[src/rtl/if_fetch_unit_pkg.sv]
// Shared definitions for the instruction-fetch stage.
//   - Stall vector bit indices (STALL_PC, STALL_IF)
//   - Bubble encoding for the IF output slot
//   - Fetch FSM state encoding
//   - PC step and sequential-PC helper
package if_fetch_unit_pkg;

    localparam int STALL_PC = 0;    // hold PC, issue no new request
    localparam int STALL_IF = 1;    // hold the IF output slot

    localparam logic [31:0] BUBBLE_INSTR = 32'h0000_0000;
    localparam logic [31:0] BUBBLE_PC    = 32'h0000_0000;
    localparam logic [31:0] PC_STEP      = 32'd4;

    typedef enum logic [1:0] {
        IDLE  = 2'd0,   // no request pending
        FETCH = 2'd1,   // request outstanding at pc
        HOLD  = 2'd2    // skid buffer full, no request issued
    } fetch_state_t;

    // Sequential PC; wraps naturally at 32 bits (FFFF_FFFC -> 0).
    function automatic logic [31:0] seq_pc(input logic [31:0] pc);
        return pc + PC_STEP;
    endfunction

endpackage

[src/rtl/fetch_skid_buf.sv]
// One-entry holding register for a fetched instruction that arrives while
// the IF output slot is stalled.
// Ports:
//   clk, reset          clock and synchronous active-low reset
//   load                capture {load_pc, load_instr} and mark valid
//   pop                 entry has been moved on; mark empty
//   flush               discard the entry (wins over load/pop)
//   load_pc/load_instr  data to capture
//   buf_valid/buf_pc/buf_instr  current contents
module fetch_skid_buf
    import if_fetch_unit_pkg::*;
(
    input  logic        clk,
    input  logic        reset,
    input  logic        load,
    input  logic        pop,
    input  logic        flush,
    input  logic [31:0] load_pc,
    input  logic [31:0] load_instr,
    output logic        buf_valid,
    output logic [31:0] buf_pc,
    output logic [31:0] buf_instr
);

    logic        valid_reg;
    logic [31:0] pc_reg;
    logic [31:0] instr_reg;

    always_ff @(posedge clk) begin
        if (!reset || flush) begin
            valid_reg <= 1'b0;
            pc_reg    <= BUBBLE_PC;
            instr_reg <= BUBBLE_INSTR;
        end else if (load) begin
            valid_reg <= 1'b1;
            pc_reg    <= load_pc;
            instr_reg <= load_instr;
        end else if (pop) begin
            valid_reg <= 1'b0;
            pc_reg    <= BUBBLE_PC;
            instr_reg <= BUBBLE_INSTR;
        end
    end

    assign buf_valid = valid_reg;
    assign buf_pc    = pc_reg;
    assign buf_instr = instr_reg;

endmodule

[src/rtl/if_fetch_unit.sv]
// Instruction-fetch stage: owns the PC, keeps at most one request
// outstanding to instruction memory, and presents {IF_PC, IF_Instruction,
// IF_valid} to the IF/ID register. A one-entry skid buffer catches a fetch
// that completes while the output slot is stalled.
// Ports:
//   clk, reset            clock and synchronous active-low reset
//   stall[5:0]            [0] hold PC / no new request, [1] hold IF output
//   redirect_valid/target taken branch/jump from ID (target bits [1:0] ignored)
//   imem_req/addr         fetch request, address stable until imem_ack
//   imem_ack/rdata        fetch completion (may coincide with imem_req)
//   IF_PC/Instruction     presented slot; bubble is 0/0
//   IF_valid              presented slot holds a real instruction
module if_fetch_unit
    import if_fetch_unit_pkg::*;
#(
    parameter logic [31:0] RESET_PC          = 32'h0000_0000,
    parameter logic        FLUSH_ON_REDIRECT = 1'b1
) (
    input  logic        clk,
    input  logic        reset,
    input  logic [5:0]  stall,
    input  logic        redirect_valid,
    input  logic [31:0] redirect_target,
    output logic        imem_req,
    output logic [31:0] imem_addr,
    input  logic        imem_ack,
    input  logic [31:0] imem_rdata,
    output logic [31:0] IF_PC,
    output logic [31:0] IF_Instruction,
    output logic        IF_valid
);

    fetch_state_t state_reg, state_next;
    logic [31:0]  pc_reg, pc_next;
    logic [31:0]  addr_reg, addr_next;
    logic         req_reg;
    logic         kill_reg, kill_next;

    logic         slot_valid_reg, slot_valid_next;
    logic [31:0]  slot_pc_reg, slot_pc_next;
    logic [31:0]  slot_instr_reg, slot_instr_next;

    logic         skid_valid;
    logic [31:0]  skid_pc;
    logic [31:0]  skid_instr;

    logic         consume;
    logic         flush_now;
    logic         acked;
    logic         accept;
    logic         to_slot;
    logic         to_skid;
    logic         skid_pop;
    logic         skid_full_next;

    // Upper stall bits belong to later stages; redirect targets are word aligned.
    logic unused_bits;
    assign unused_bits = ^{stall[5:2], redirect_target[1:0]};

    fetch_skid_buf u_skid (
        .clk        (clk),
        .reset      (reset),
        .load       (to_skid),
        .pop        (skid_pop),
        .flush      (flush_now),
        .load_pc    (pc_reg),
        .load_instr (imem_rdata),
        .buf_valid  (skid_valid),
        .buf_pc     (skid_pc),
        .buf_instr  (skid_instr)
    );

    always_comb begin
        consume   = !stall[STALL_IF];
        flush_now = redirect_valid && FLUSH_ON_REDIRECT;

        // Acks are only meaningful while a request is outstanding.
        acked  = (state_reg == FETCH) && imem_ack;
        // A killed fetch, or one completing alongside a redirect, is wrong-path.
        accept = acked && !kill_reg && !redirect_valid;

        to_slot  = accept && (!slot_valid_reg || consume);
        to_skid  = accept && !to_slot;
        skid_pop = skid_valid && consume && !flush_now;

        skid_full_next = to_skid || (skid_valid && !skid_pop && !flush_now);

        // Output slot: flush beats everything, then new data, then the
        // skid entry, and a consumed slot with nothing to refill becomes a bubble.
        slot_valid_next = slot_valid_reg;
        slot_pc_next    = slot_pc_reg;
        slot_instr_next = slot_instr_reg;
        if (flush_now) begin
            slot_valid_next = 1'b0;
            slot_pc_next    = BUBBLE_PC;
            slot_instr_next = BUBBLE_INSTR;
        end else if (to_slot) begin
            slot_valid_next = 1'b1;
            slot_pc_next    = pc_reg;
            slot_instr_next = imem_rdata;
        end else if (skid_pop) begin
            slot_valid_next = 1'b1;
            slot_pc_next    = skid_pc;
            slot_instr_next = skid_instr;
        end else if (consume) begin
            slot_valid_next = 1'b0;
            slot_pc_next    = BUBBLE_PC;
            slot_instr_next = BUBBLE_INSTR;
        end

        // After a killed ack pc already holds the redirect target.
        pc_next = pc_reg;
        if (redirect_valid) begin
            pc_next = {redirect_target[31:2], 2'b00};
        end else if (acked && !kill_reg) begin
            pc_next = seq_pc(pc_reg);
        end

        kill_next = kill_reg;
        if (state_reg == FETCH) begin
            if (imem_ack) begin
                kill_next = 1'b0;
            end else if (redirect_valid) begin
                kill_next = 1'b1;
            end
        end

        state_next = state_reg;
        case (state_reg)
            FETCH: begin
                if (!imem_ack) begin
                    state_next = FETCH;
                end else if (skid_full_next) begin
                    state_next = HOLD;
                end else begin
                    state_next = stall[STALL_PC] ? IDLE : FETCH;
                end
            end
            IDLE, HOLD: begin
                if (skid_full_next) begin
                    state_next = HOLD;
                end else begin
                    state_next = stall[STALL_PC] ? IDLE : FETCH;
                end
            end
            default: state_next = IDLE;
        endcase

        // The request address must not move while a request is outstanding,
        // even if pc has already been redirected.
        addr_next = pc_next;
        if ((state_reg == FETCH) && !imem_ack) begin
            addr_next = addr_reg;
        end
    end

    always_ff @(posedge clk) begin
        if (!reset) begin
            state_reg      <= IDLE;
            pc_reg         <= RESET_PC;
            addr_reg       <= RESET_PC;
            req_reg        <= 1'b0;
            kill_reg       <= 1'b0;
            slot_valid_reg <= 1'b0;
            slot_pc_reg    <= BUBBLE_PC;
            slot_instr_reg <= BUBBLE_INSTR;
        end else begin
            state_reg      <= state_next;
            pc_reg         <= pc_next;
            addr_reg       <= addr_next;
            req_reg        <= (state_next == FETCH);
            kill_reg       <= kill_next;
            slot_valid_reg <= slot_valid_next;
            slot_pc_reg    <= slot_pc_next;
            slot_instr_reg <= slot_instr_next;
        end
    end

    assign imem_req       = req_reg;
    assign imem_addr      = addr_reg;
    assign IF_PC          = slot_pc_reg;
    assign IF_Instruction = slot_instr_reg;
    assign IF_valid       = slot_valid_reg;

endmodule
[config.mk]
export PLATFORM = sky130hd
export DESIGN_NAME = if_fetch_unit
export DESIGN_NICKNAME = d
export VERILOG_FILES = /design/src/rtl/if_fetch_unit_pkg.sv /design/src/rtl/fetch_skid_buf.sv /design/src/rtl/if_fetch_unit.sv
export SDC_FILE = /design/constraint.sdc
export NUM_CORES = 1
export LEC_CHECK = 0
export ABC_AREA = 1
export ABC_CLOCK_PERIOD_IN_PS = 2300
export CAP_MARGIN = 20
export CORE_ASPECT_RATIO = 1.4
export CORE_MARGIN = 8
export CORE_UTILIZATION = 40
export CTS_CLUSTER_SIZE = 10
export DETAILED_ROUTE_END_ITERATION = 12
export GPL_ROUTABILITY_DRIVEN = 0
export MAX_ROUTING_LAYER = met4
export SYNTH_ARGS = -nofsm -noshare
export SYNTH_HDL_FRONTEND = slang
export SYNTH_SLANG_ARGS = --single-unit
[constraint.sdc]
create_clock -name clk -period 2.3 [get_ports clk]
set_clock_uncertainty 0.05 [all_clocks]
set_input_delay 0.575 -clock clk [delete_from_list [all_inputs] [get_ports clk]]
set_output_delay 0.575 -clock clk [all_outputs]
set_load 0.01 [all_outputs]
# After elaboration in Yosys (flattened, before gate mapping)
# Cells that the tools add are included.
totals:
  inputBits: 74
  out_inout_bits: 98
  regBits: 198
  elab_cells: 65
classes:
  bitwise: 1
  add_sub_neg: 1
  eq_ne: 4
  reduce_logical: 27
  mux: 21
ops:
  columns: ["op", "n"]
  rows:
  - ["2-to-1 mux 32 bit", 10]
  - ["adder 32 x 3 -> 32 bit, second input constant", 1]
  - ["logical AND 1 bit", 10]
  - ["logical NOT 1 bit", 8]
  - ["2-to-1 mux 1 bit", 8]
  - ["equality test 2 x 1 -> 1 bit, second input constant", 2]
  - ["2-to-1 mux 2 bit", 2]
  - ["one-hot mux 2 bit (2 select lines)", 1]
  - ["nonzero test 2 bit", 2]
  - ["OR reduction 2 bit", 2]
  - ["logical OR 1 bit", 3]
  - ["!= test 3 x 1 -> 1 bit, second input constant", 1]
  - ["equality test 2 bit, second input constant", 1]
  - ["logical NOT 2 bit", 1]
  - ["AND reduction 2 bit", 1]
  - ["NOT 1 bit", 1]

# Logic depth before layout (Yosys ltp)
logic_depth:
  depth_word: 12
  ltp_mapped: 12

# Hierarchy
# Synthesis repeated with hierarchy kept, for this count alone.
unflattened:
  cells_unflattened: 1205
  area_unflattened_um2: 8441.8
by_module_without_submodules:
  columns: ["module", "seq_area_each_um2", "n_inst", "cells_per_inst", "area_per_inst_um2"]
  rows:
  - ["if_fetch_unit", 2662.6, 1, 922, 6158.4]
  - ["fetch_skid_buf", 1301.2, 1, 283, 2283.4]

# Worst setup path before layout
# Ideal clock, no wire load.
synth_path:
  path_kind: "input-to-reg"
  from: "input port imem_ack"
  to: "register addr_reg[2], in the netlist imem_addr[2]"
  n_path_buf: 2
  slack_ns: 0.498
  cell_stages: 7
  setup_time_ns: 0.116
  required_ns: 2.134
  arrival_ns: 1.636
  path_cell_list: "or2_2 -> nor2_2 -> inv_2 -> buf_2 -> buf_2 -> o211ai_1 -> inv_1"
synth_via:
  elab_chain_cells: 4
  word_cells_on_any_way: 6
  classes_between: "mux (2); reduce/logical (4)"
synth_lines:
  columns: ["item", "line", "text"]
  rows:
  - ["start: declaration", "if_fetch_unit.sv:26", "input logic imem_ack,"]
  - ["logical AND 1 bit", "if_fetch_unit.sv:78", "acked = (state_reg == FETCH) && imem_ack;"]
  - ["logical AND 1 bit", "if_fetch_unit.sv:115", "end else if (acked && !kill_reg) begin"]
  - ["2-to-1 mux 32 bit", "if_fetch_unit.sv:115", null]
  - ["2-to-1 mux 32 bit", "if_fetch_unit.sv:113", "if (redirect_valid) begin"]
  - ["end signal: assignment", "if_fetch_unit.sv:170", "addr_reg <= addr_next;"]
  - ["end: declaration", "if_fetch_unit.sv:35", "logic [31:0] addr_reg, addr_next;"]
# Several ways; a longest one is shown, not always the timed one.
# A chain may end at the register's enable or synchronous reset.

# Worst setup path after layout
layout_path:
  from: "register pc_reg[2]"
  to: "register addr_reg[18], in the netlist imem_addr[18]"
layout_via:
  elab_chain_cells: 3
layout_lines:
  columns: ["item", "line", "text"]
  rows:
  - ["start: declaration", "if_fetch_unit.sv:34", "logic [31:0] pc_reg, pc_next;"]
  - ["start signal: assignment", "if_fetch_unit.sv:169", "pc_reg <= pc_next;"]
  - ["adder 32 x 3 -> 32 bit", "if_fetch_unit_pkg.sv:23", "return pc + PC_STEP;"]
  - ["2-to-1 mux 32 bit", "if_fetch_unit.sv:115", null]
  - ["2-to-1 mux 32 bit", "if_fetch_unit.sv:113", null]
# Every way passes these cells.

==> results.json <==
{
  "cts_made_buffers": 17,
  "htreeDepth": 4,
  "synth_cell_types": 31,
  "synthTopCellsByArea": "dfxtp_1, nand3_1, nand2_1, a21oi_1, nand4_1",
  "critPathSlowestCell": "dfxtp_1",
  "wirelength_um": 26700,
  "tritoncts": "done",
  "clockBufferDepth": 2,
  "final_antenna_net_count": 0,
  "worstPathCellList": "ha_1 -> nand3_1 -> nor2_1 -> nand3_1 -> nor2_1 -> nand2_1 -> nand3_1 -> o21ai_1 -> o21ai_0 -> inv_1",
  "p_leak_nw": 4.20,
  "syn_area_sq_um": 8760,
  "highest-signal-layer": "met4",
  "start_kind": "flip-flop",
  "nets": 1437,
  "antennaDiodeCount": 0,
  "whs_ps": 424,
  "cp_max_fo": 5,
  "cts_root_buffer": "clkbuf_16",
  "overflow": 0,
  "dp_cells": 1640,
  "rsz0062_at_grt": "false",
  "syn_inst": 1219,
  "multi_input_area_sq_um": 4050,
  "wl_met2_um": 12800,
  "p_per_area_nw_per_um2": 623,
  "grtUsageTotal_pct": 20.4,
  "die_w_um": 141,
  "grt_max_degree": 51,
  "outcome": "completed",
  "synth-seq-cells": 198,
  "post_drt_via_cell_ratio": 5.26,
  "postCtsResizedCells": 0,
  "core_area_sq_um": 21700,
  "clock-sinks": 198,
  "slew_headroom_pct": 67.4,
  "synth.largest_area_cell": "dfxtp_1",
  "cts.clk_slew.worst_paths_ps": 80,
  "synth_common_cells": "nand3_1, dfxtp_1, nand2_1",
  "drt-initial-drc-count": 618,
  "hp-class": "flip-flop to flip-flop",
  "total_power_mw": 7.18,
  "yosysWarnings": 0,
  "synth_area_per_cell_sq_um": 7.19,
  "yosysMostFrequentCell": "nand3_1",
  "postLayoutCellArea_sq_um": 11500,
  "pre_cts_slack_ps": -171,
  "synth_top_area_share_pct": 45.2,
  "setup_tns_ps": 0,
  "maxCapViolCount": 0,
  "drc": 0,
  "regArea_sq_um": 3970,
  "drv_slew": 0,
  "vias": 8793,
  "max_stage_delay_ps": 420,
  "place_area_sq_um": 11000,
  "synth_ff_type": "dfxtp_1",
  "critPathArrivalTime_ps": 2350,
  "portBuffers": 165,
  "holdBufCountCts": 0,
  "dr_wl_met3_um": 1590,
  "finalNonFillerCells": 1672,
  "antenna_found_initial": 0,
  "synth_nets": 1294,
  "dieArea_sq_um": 27000,
  "layout-drive-gt1-share_pct": 7.71,
  "async_flop_share_pct": 0,
  "crit_required_ps": 2580,
  "max-vdd-ir-drop_mv": 0.455,
  "finalSetupViolCount": 0,
  "rows": 64,
  "finalCriticalPeriod_ps": 2070,
  "n_fill_cell": 2101,
  "cts_setup_buffers": 0,
  "fmax_ghz": 0.484,
  "setup_ws_ps": 234,
  "critPathTopFamily": "simple AND/OR/NAND/NOR gates",
  "ys_seq_area_share_pct": 45.2,
  "die_y_um": 191,
  "worstSetupPathType": "flip-flop to flip-flop",
  "grt_pass1_vias": 8480,
  "m1WireLength_um": 11700,
  "hold_viol_final": 0,
  "grt_pass1_wl_um": 43600,
  "path_common_cell": "nand3_1",
  "cp-end-kind": "flip-flop",
  "crit_buf_inv": 1,
  "min_period_over_period_pct": 89.8,
  "fin_util_pct": 53.1,
  "firstDrtPassIters": 7,
  "start_util_pct": 40.4,
  "clk_latency_ps": 440,
  "ios": 172,
  "wl_per_cell_um": 16.0,
  "synth_edf_count": 0,
  "area_delta_synth_final_pct": 31.5,
  "worstMarginPinSlew_ps": 489,
  "dp_hpwl_um": 18600
}
layer usage:
layer / global-route usage [%] / up-vias
met5: - / -
met1: 24.5 / 4013
met4: 7.30 / 0
met2: 33.6 / 284
li1: - / 4454
met3: 3.80 / 42
final timing paths:
check	from	endpoint	slack [ps]	cells after the start
worst max-delay path	pc_reg[2]$_SDFF_PN0_	imem_addr[18]$_SDFFE_PN0N_	230	10
worst min-delay path	IF_Instruction[1]$_SDFFE_PP0P_	IF_Instruction[1]$_SDFFE_PP0P_	420	2
worst max register to register	pc_reg[2]$_SDFF_PN0_	imem_addr[18]$_SDFFE_PN0N_	230	10
worst min register to register	IF_Instruction[1]$_SDFFE_PP0P_	IF_Instruction[1]$_SDFFE_PP0P_	420	2
report_power, final:
part,total [mW],switching [mW],internal (mW),leakage (nW)
clock network,2.89,1.45,1.44,0.276
logic,0.713,0.388,0.325,2.31
registers,3.58,0.0749,3.50,1.61
total,7.18,1.91,5.27,4.20
logic make-up (layout without fill, tap and decap cells):
kind of cell             count (synthesis)  count (layout)  share of synthesized area [%]
AO/OA/AOI/OAI                          210             210                           12.8
XOR/XNOR                                 4               4                          0.400
adder cells (fa/ha/maj)                  1               1                          0.143
buffers and inverters                  193             349                           8.79
flip-flops                             198             198                           45.2
multiplexers                             1               1                          0.114
AND/OR/NAND/NOR                        612             612                           32.5
cell type report:
| class | instances | share of cell area (%) |
|---|---|---|
| clock buffers | 18 | 3.72 |
| inverters | 95 | 3.09 |
| flip-flops and latches | 198 | 34.4 |
| repair buffers | 222 | 19.3 |
| multi-input cells | 828 | 35.1 |
| well taps | 297 | 3.22 |
| clock inverters | 14 | 1.17 |
layout by cell type, fill, tap and decap left out, drive strengths merged:
master and n:
nand3b 1, dfxtp 198, o211ai 7, nand2 163
nand3 238, clkinvlp 1, nor3 4, or2 1
clkinv 5, clkbuf 18, clkdlybuf4s50 164, nor2 127
and3 2, o32ai 2, a21oi 118, nor3b 2
a31oi 36, ha 1, inv 103, xor2 4
mux2i 1, nand4 74, o21ai 47, buf 58
worst reg2reg max path, cell delays in order (launching register included):
cell     delay [ps]
dfxtp_1         420
ha_1            210
nand3_1         120
nor2_1          250
nand3_1         150
nor2_1          280
nand2_1          90
nand3_1          90
o21ai_1          80
o21ai_0         160
inv_1            50
(Power assumes the default switching activity.)
